**src/rtl/fifo_rd_stream.sv**
```systemverilog
// Converts a synchronous FIFO read port (1-cycle read latency) into a valid/ready stream
// through a 3-entry skid buffer. Optional macro FIFO_RD_STREAM_STATS_EN adds a popped-word counter.
module fifo_rd_stream #(
  parameter int DATA_WIDTH = 18
) (
  input  logic                  CLK,
  input  logic                  RESET,
  input  logic                  FIFO_EMPTY,
  output logic                  FIFO_RD_EN,
  input  logic [DATA_WIDTH-1:0] FIFO_RD_DATA,
  output logic [DATA_WIDTH-1:0] M_DATA,
  output logic                  M_VALID,
  input  logic                  M_READY,
  output logic [1:0]            LEVEL,
  output logic [15:0]           WORD_CNT
);

  if (DATA_WIDTH != 9 && DATA_WIDTH != 18) begin : g_width_check
    $fatal(1, "fifo_rd_stream: DATA_WIDTH must be 9 or 18");
  end

  logic [DATA_WIDTH-1:0] buffer_mem [3];
  logic [1:0]            wr_ptr;
  logic [1:0]            rd_ptr;
  logic [1:0]            occ;
  logic                  inflight;
  logic                  pop;

  function automatic logic [1:0] ptr_inc(input logic [1:0] p);
    return (p == 2'd2) ? 2'd0 : p + 2'd1;
  endfunction

  // Reads are only issued when the word still in flight is guaranteed a free slot,
  // so the decision never depends on M_READY.
  assign FIFO_RD_EN = !RESET && !FIFO_EMPTY && (({1'b0, occ} + {2'b00, inflight}) < 3'd3);

  assign M_VALID = (occ != 2'd0);
  assign pop     = M_VALID && M_READY;
  assign LEVEL   = occ;

  always_comb begin
    M_DATA = buffer_mem[0];
    case (rd_ptr)
      2'd1:    M_DATA = buffer_mem[1];
      2'd2:    M_DATA = buffer_mem[2];
      default: M_DATA = buffer_mem[0];
    endcase
  end

  always_ff @(posedge CLK) begin
    if (RESET) begin
      occ      <= 2'd0;
      wr_ptr   <= 2'd0;
      rd_ptr   <= 2'd0;
      inflight <= 1'b0;
      for (int i = 0; i < 3; i++) buffer_mem[i] <= '0;
    end else begin
      inflight <= FIFO_RD_EN;
      for (int i = 0; i < 3; i++) begin
        if (inflight && wr_ptr == 2'(i)) buffer_mem[i] <= FIFO_RD_DATA;
      end
      if (inflight) wr_ptr <= ptr_inc(wr_ptr);
      if (pop) rd_ptr <= ptr_inc(rd_ptr);
      occ <= occ + {1'b0, inflight} - {1'b0, pop};
    end
  end

`ifdef FIFO_RD_STREAM_STATS_EN
  logic [15:0] word_cnt;

  // Saturates so a long-running link reads as "at least 65535" rather than wrapping.
  always_ff @(posedge CLK) begin
    if (RESET) begin
      word_cnt <= 16'h0000;
    end else if (pop && word_cnt != 16'hFFFF) begin
      word_cnt <= word_cnt + 16'd1;
    end
  end

  assign WORD_CNT = word_cnt;
`else
  assign WORD_CNT = 16'h0000;
`endif

endmodule
```
**config.mk**
```make
export PLATFORM = sky130hd
export DESIGN_NAME = fifo_rd_stream
export DESIGN_NICKNAME = d
export VERILOG_FILES = /design/src/rtl/fifo_rd_stream.sv
export SDC_FILE = /design/constraint.sdc
export NUM_CORES = 1
export LEC_CHECK = 0
export CORE_UTILIZATION = 40
export DETAILED_ROUTE_END_ITERATION = 7
export GPL_ROUTABILITY_DRIVEN = 0
export PLACE_DENSITY_LB_ADDON = 0.1
export SYNTH_ARGS = -nofsm -noshare
export SYNTH_HDL_FRONTEND = slang
export SYNTH_SLANG_ARGS = --single-unit
export TNS_END_PERCENT = 20
```
**constraint.sdc**
```tcl
create_clock -name CLK -period 3 [get_ports CLK]
set_input_delay 0.6 -clock CLK [delete_from_list [all_inputs] [get_ports CLK]]
set_output_delay 0.6 -clock CLK [all_outputs]
set_load 0.02 [all_outputs]
```
Word-level counts from Yosys, hierarchy flattened

Memory sizes are Yosys's and may differ from the RTL's.
Index checks and enable logic that the tools add are counted.

Memories kept: 1
Bits of input ports: 22
Word-level logic and storage cells: 45
Output and inout port bits: 38
Bits in registers: 7
Bits in writable memories: 54

Muxes and demuxes: 17
Bitwise gates (word level): 3
$lt $le $gt $ge: 1
Reduce and logical (&&, ||, !) cells: 10
Eq/ne operators: 4
Add/sub/neg operators: 5

Memory list:

| memory     | words | bits a word | rd ports | clocked after Yosys merged registers in | write ports | line | source |
|---|---|---|---|---|---|---|---|
| buffer_mem | 3     | 18          | 3        | 0                                       | 3           | 22   | `logic [DATA_WIDTH-1:0] buffer_mem [3];` |

Operators with widths:

| operator                                            | count |
|---|---|
| 2-to-1 mux 18 bit                                   | 3 |
| case mux 18 bit (2 select lines)                    | 1 |
| 2-to-1 mux 1 bit                                    | 11 |
| logical AND 1 bit                                   | 6 |
| adder 2 x 1 -> 2 bit, second input constant         | 2 |
| equality test 2 x 1 -> 1 bit, second input constant | 2 |
| equality test 2 bit, second input constant          | 2 |
| 2-to-1 mux 2 bit                                    | 2 |
| adder 2 x 1 -> 3 bit                                | 1 |
| < comparator 3 x 2 -> 1 bit, second input constant  | 1 |
| bitwise OR 1 bit                                    | 3 |
| adder 2 x 1 -> 2 bit                                | 1 |
| logical NOT 1 bit                                   | 2 |
| logical NOT 2 bit                                   | 1 |
| nonzero test 2 bit                                  | 1 |
| subtractor 2 x 1 -> 2 bit                           | 1 |

Depth between registers and ports, before layout

Depth in word-level cells: 6
Depth in mapped cells: 7
Depth with buffers taken out: 6

Worst setup path after synthesis

Ideal clock, no wire load.

Kind: reg2out
Start point: register occ[0], in the netlist LEVEL[0]
End point: output port FIFO_RD_EN
Buffers on the path: 0
Cell stages (with the launch flop): 4
Data required time: 2,400 ps
Arrival time: 1,552 ps
Setup slack: 848 ps
Cell sequence: dfxtp_1 ha_1 ha_1 a2111oi_2

Longest elaborated chain between the ends: 3

RTL lines:

| element                     | line | source |
|---|---|---|
| start, declared             | 25   | `logic [1:0] occ;` |
| start signal, assigned      | 64   | `occ <= occ + {1'b0, inflight} - {1'b0, pop};` |
| adder 2 x 1 -> 3 bit        | 35   | `assign FIFO_RD_EN = !RESET && !FIFO_EMPTY && (({1'b0, occ} + {2'b00, inflight}) < 3'd3);` |
| < comparator 3 x 2 -> 1 bit | 35   |  |
| logical AND 1 bit           | 35   |  |
| end, declared               | 9    | `output logic FIFO_RD_EN,` |

No other way between the ends.

Worst setup path after layout

Ends and elaborated chain as after synthesis.

==> impl_metrics.json <==
{
  "yosysSeqAreaShare": 0.609,
  "cts.clk_slew.worst_paths_ps": 60,
  "cts_tree": "built",
  "clock-skew-final_ps": 5.90,
  "post_cts_buffers": 0,
  "clockBufferDepth": 2,
  "pre_cts_ws_ps": 424,
  "r2r_start": "inflight$_SDFF_PP0_",
  "clkSinkCount": 61,
  "cp_slowest_stage_delay_ps": 660,
  "syn_area_um2": 2890,
  "startpoint_type": "register",
  "irDropWorstVdd_mv": 0.409,
  "syn_inst": 200,
  "synth_cell_types": 29,
  "synth-simple-area-share": 0.116,
  "drt-vias-per-instance": 4.75,
  "ant_nets": 0,
  "cpMaxStageDelayCell": "clkdlybuf4s50_1",
  "synth_top_area_frac": 0.561,
  "grt_max_degree": 31,
  "drt-initial-drc-count": 91,
  "synth_most_common_cell": "edfxtp_1",
  "synth_area_leader_cell": "edfxtp_1",
  "cpMostUsedCell": "ha_1",
  "root_buffer": "clkbuf_8",
  "status": "finished, final reports clean",
  "grt_pass1_vias": 1598,
  "critPathLaunch": "LEVEL[0]$_SDFF_PP0_",
  "max_cap_violations": 0,
  "cp.arrival_ps": 2200,
  "hold_buffers": 0,
  "ios": 60,
  "place_area_um2": 3350,
  "maxSlewHeadroom": 0.649,
  "critPathTopFamily": "buffers and inverters",
  "worst_pin_slew_ps": 527,
  "final_area_um2": 3560,
  "synth_area_leaders": "edfxtp_1 56%, a22oi_2 6.5%, and4b_1 6.2%",
  "synthAdderAreaFrac": 0.0346,
  "cp_cell_sequence": "ha_1, ha_1, a2111oi_2, clkdlybuf4s50_1",
  "synth-warning-count": 0,
  "finalSetupViolCount": 0,
  "drive_above_1_share": 0.211,
  "fin_nets": 281,
  "grt_antenna_before_repair": 0,
  "ys_async_sr_fraction": 0,
  "drcViolationCount": 0,
  "rows": 30,
  "htreeDepth": 3,
  "syn_to_final_growth_pct": 23.1,
  "dieArea_um2": 7570,
  "wl_per_cell_um": 14.3,
  "globalRouteTotalUtil": 0.151,
  "hpwl_um": 3220,
  "synth_top_family_by_area": "compound AO/OA/AOI/OAI gates",
  "drv_slew": 0,
  "die_x_um": 87.0,
  "finalCriticalPeriod_ps": 2800,
  "synthTopCellsByCount": "54 x edfxtp_1, 19 x nor2_1, 18 x and4b_1, 18 x buf_4, 15 x a22oi_2",
  "totalWireLength_um": 5020,
  "num_vias": 1673,
  "min_from": "rd_ptr[1]$_SDFFE_PP0P_",
  "fin_crit_sh": 0.934,
  "ys_ff_latch": 61,
  "cp_max_fo": 5,
  "cp-end-kind": "primary output",
  "synth.area.mux_share": 0.00692,
  "ctsResizeCount": 0,
  "coreArea_um2": 6910,
  "finalHoldViolCount": 0,
  "tns_ps": 0,
  "grt_overflow_total": 0,
  "synth-edff-count": 54,
  "crit_required_ps": 2400,
  "first_pass_iters": 4,
  "ys.flop_type": "edfxtp_1",
  "worstSetupPathType": "register to primary output",
  "leakagePower_nw": 1.34,
  "crit_buf_inv": 1,
  "antenna_cells": 0,
  "syn_avg_cell_area_um2": 14.5,
  "synth_compound_area_frac": 0.137,
  "powerDensity_nw_per_um2": 807,
  "rsz0062_at_grt": "no",
  "initial_core_util": 0.419,
  "synth_xor_area_frac": 0.00779,
  "clk_latency_ps": 330,
  "die_h_um": 87.0,
  "fmax_ghz": 0.357,
  "numPortBuffers": 43,
  "cts_buffers": 9,
  "grt_pass1_wl_um": 8070,
  "timing.final.ws_setup_ps": 197,
  "min_path_type": "register to register"
}
registers in the layout (all words and copies together) (netlist names):
register and cells:
buffer_mem 54, LEVEL 2, wr_ptr 2, rd_ptr 2, inflight 1
where the power goes:
| part | switching (mW) | internal, mW | total, mW | leakage, nW |
|---|---|---|---|---|
| sequential | 0.0389 | 1.01 | 1.05 | 0.620 |
| combinational | 0.581 | 0.485 | 1.07 | 0.611 |
| clock | 0.295 | 0.459 | 0.754 | 0.105 |
cells by family after synthesis:
logic type | Yosys count
flip-flops | 61
AND/OR/NAND/NOR | 50
adder cells (fa/ha/maj) | 8
buffers and inverters | 35
other | 1
AO/OA/AOI/OAI | 42
XOR/XNOR | 1
multiplexers | 2
layout by cell type (no fill, tap or decap), types with 3 or more instances in the layout:
cell type / synthesis / final
edfxtp_1: 54 / 54
a21oi_1: 10 / 10
nand2b_1: 6 / 6
clkbuf_8: 0 / 9
and4b_1: 18 / 18
dfxtp_1: 7 / 7
clkdlybuf4s50_1: 0 / 43
buf_4: 18 / 12
ha_1: 8 / 8
a22oi_2: 15 / 15
inv_1: 5 / 5
nor2_1: 19 / 19
a21oi_2: 9 / 9
conb_1: 1 / 16
a22oi_1: 3 / 3
path summary, 6_finish.rpt:
| check | end | slack, ps | depth (start not counted) |
|---|---|---|---|
| worst max-delay path | FIFO_RD_EN | 200 | 4 |
| worst min-delay path | rd_ptr[1]$_SDFFE_PP0P_ | 500 | 2 |
| worst max register to register | buffer_mem[0][13]$_DFFE_PP_ | 1240 | 4 |
| worst min register to register | rd_ptr[1]$_SDFFE_PP0P_ | 500 | 2 |
metal layers:
metal,share of wire,track usage,vias to the layer above
li1,-,-,832
met1,0.47,0.196,791
met2,0.47,0.230,41
met3,0.036,0.0341,9
met4,0.022,0.0909,0
met5,0,0,-
worst reg2reg max path, cell delays in order, from the launching register on:
cell and delay, ps:
dfxtp_1 340, buf_4 260, nor3b_1 260, or2_1 370
buf_4 250
per-stage QoR:
| stage | power, mW | util | std cells | hold slack (ps) |
|---|---|---|---|---|
| 6_report | 2.87 | 0.515 | 352 | 501 |
| 5_1_grt | 3.03 | 0.515 | 352 | 527 |
| 3_5_place_dp | 2.15 | 0.486 | 336 | 493 |
| 4_1_cts | 2.91 | 0.515 | 352 | 504 |
| 3_3_place_gp | 2.15 | 0.486 | 336 | 488 |
| 2_1_floorplan | 1.76 | - | 215 | 465 |
area by class of cell:
cell class | instances | area [um2]
inverter | 5 | 18.8
timing repair buffer | 55 | 520
fill | 610 | 3350
multi-input combinational | 119 | 933
tap | 96 | 120
clock buffer | 10 | 128
sequential | 61 | 1760
clock inverter | 6 | 77.6
Power figures use the tool's default switching activity.
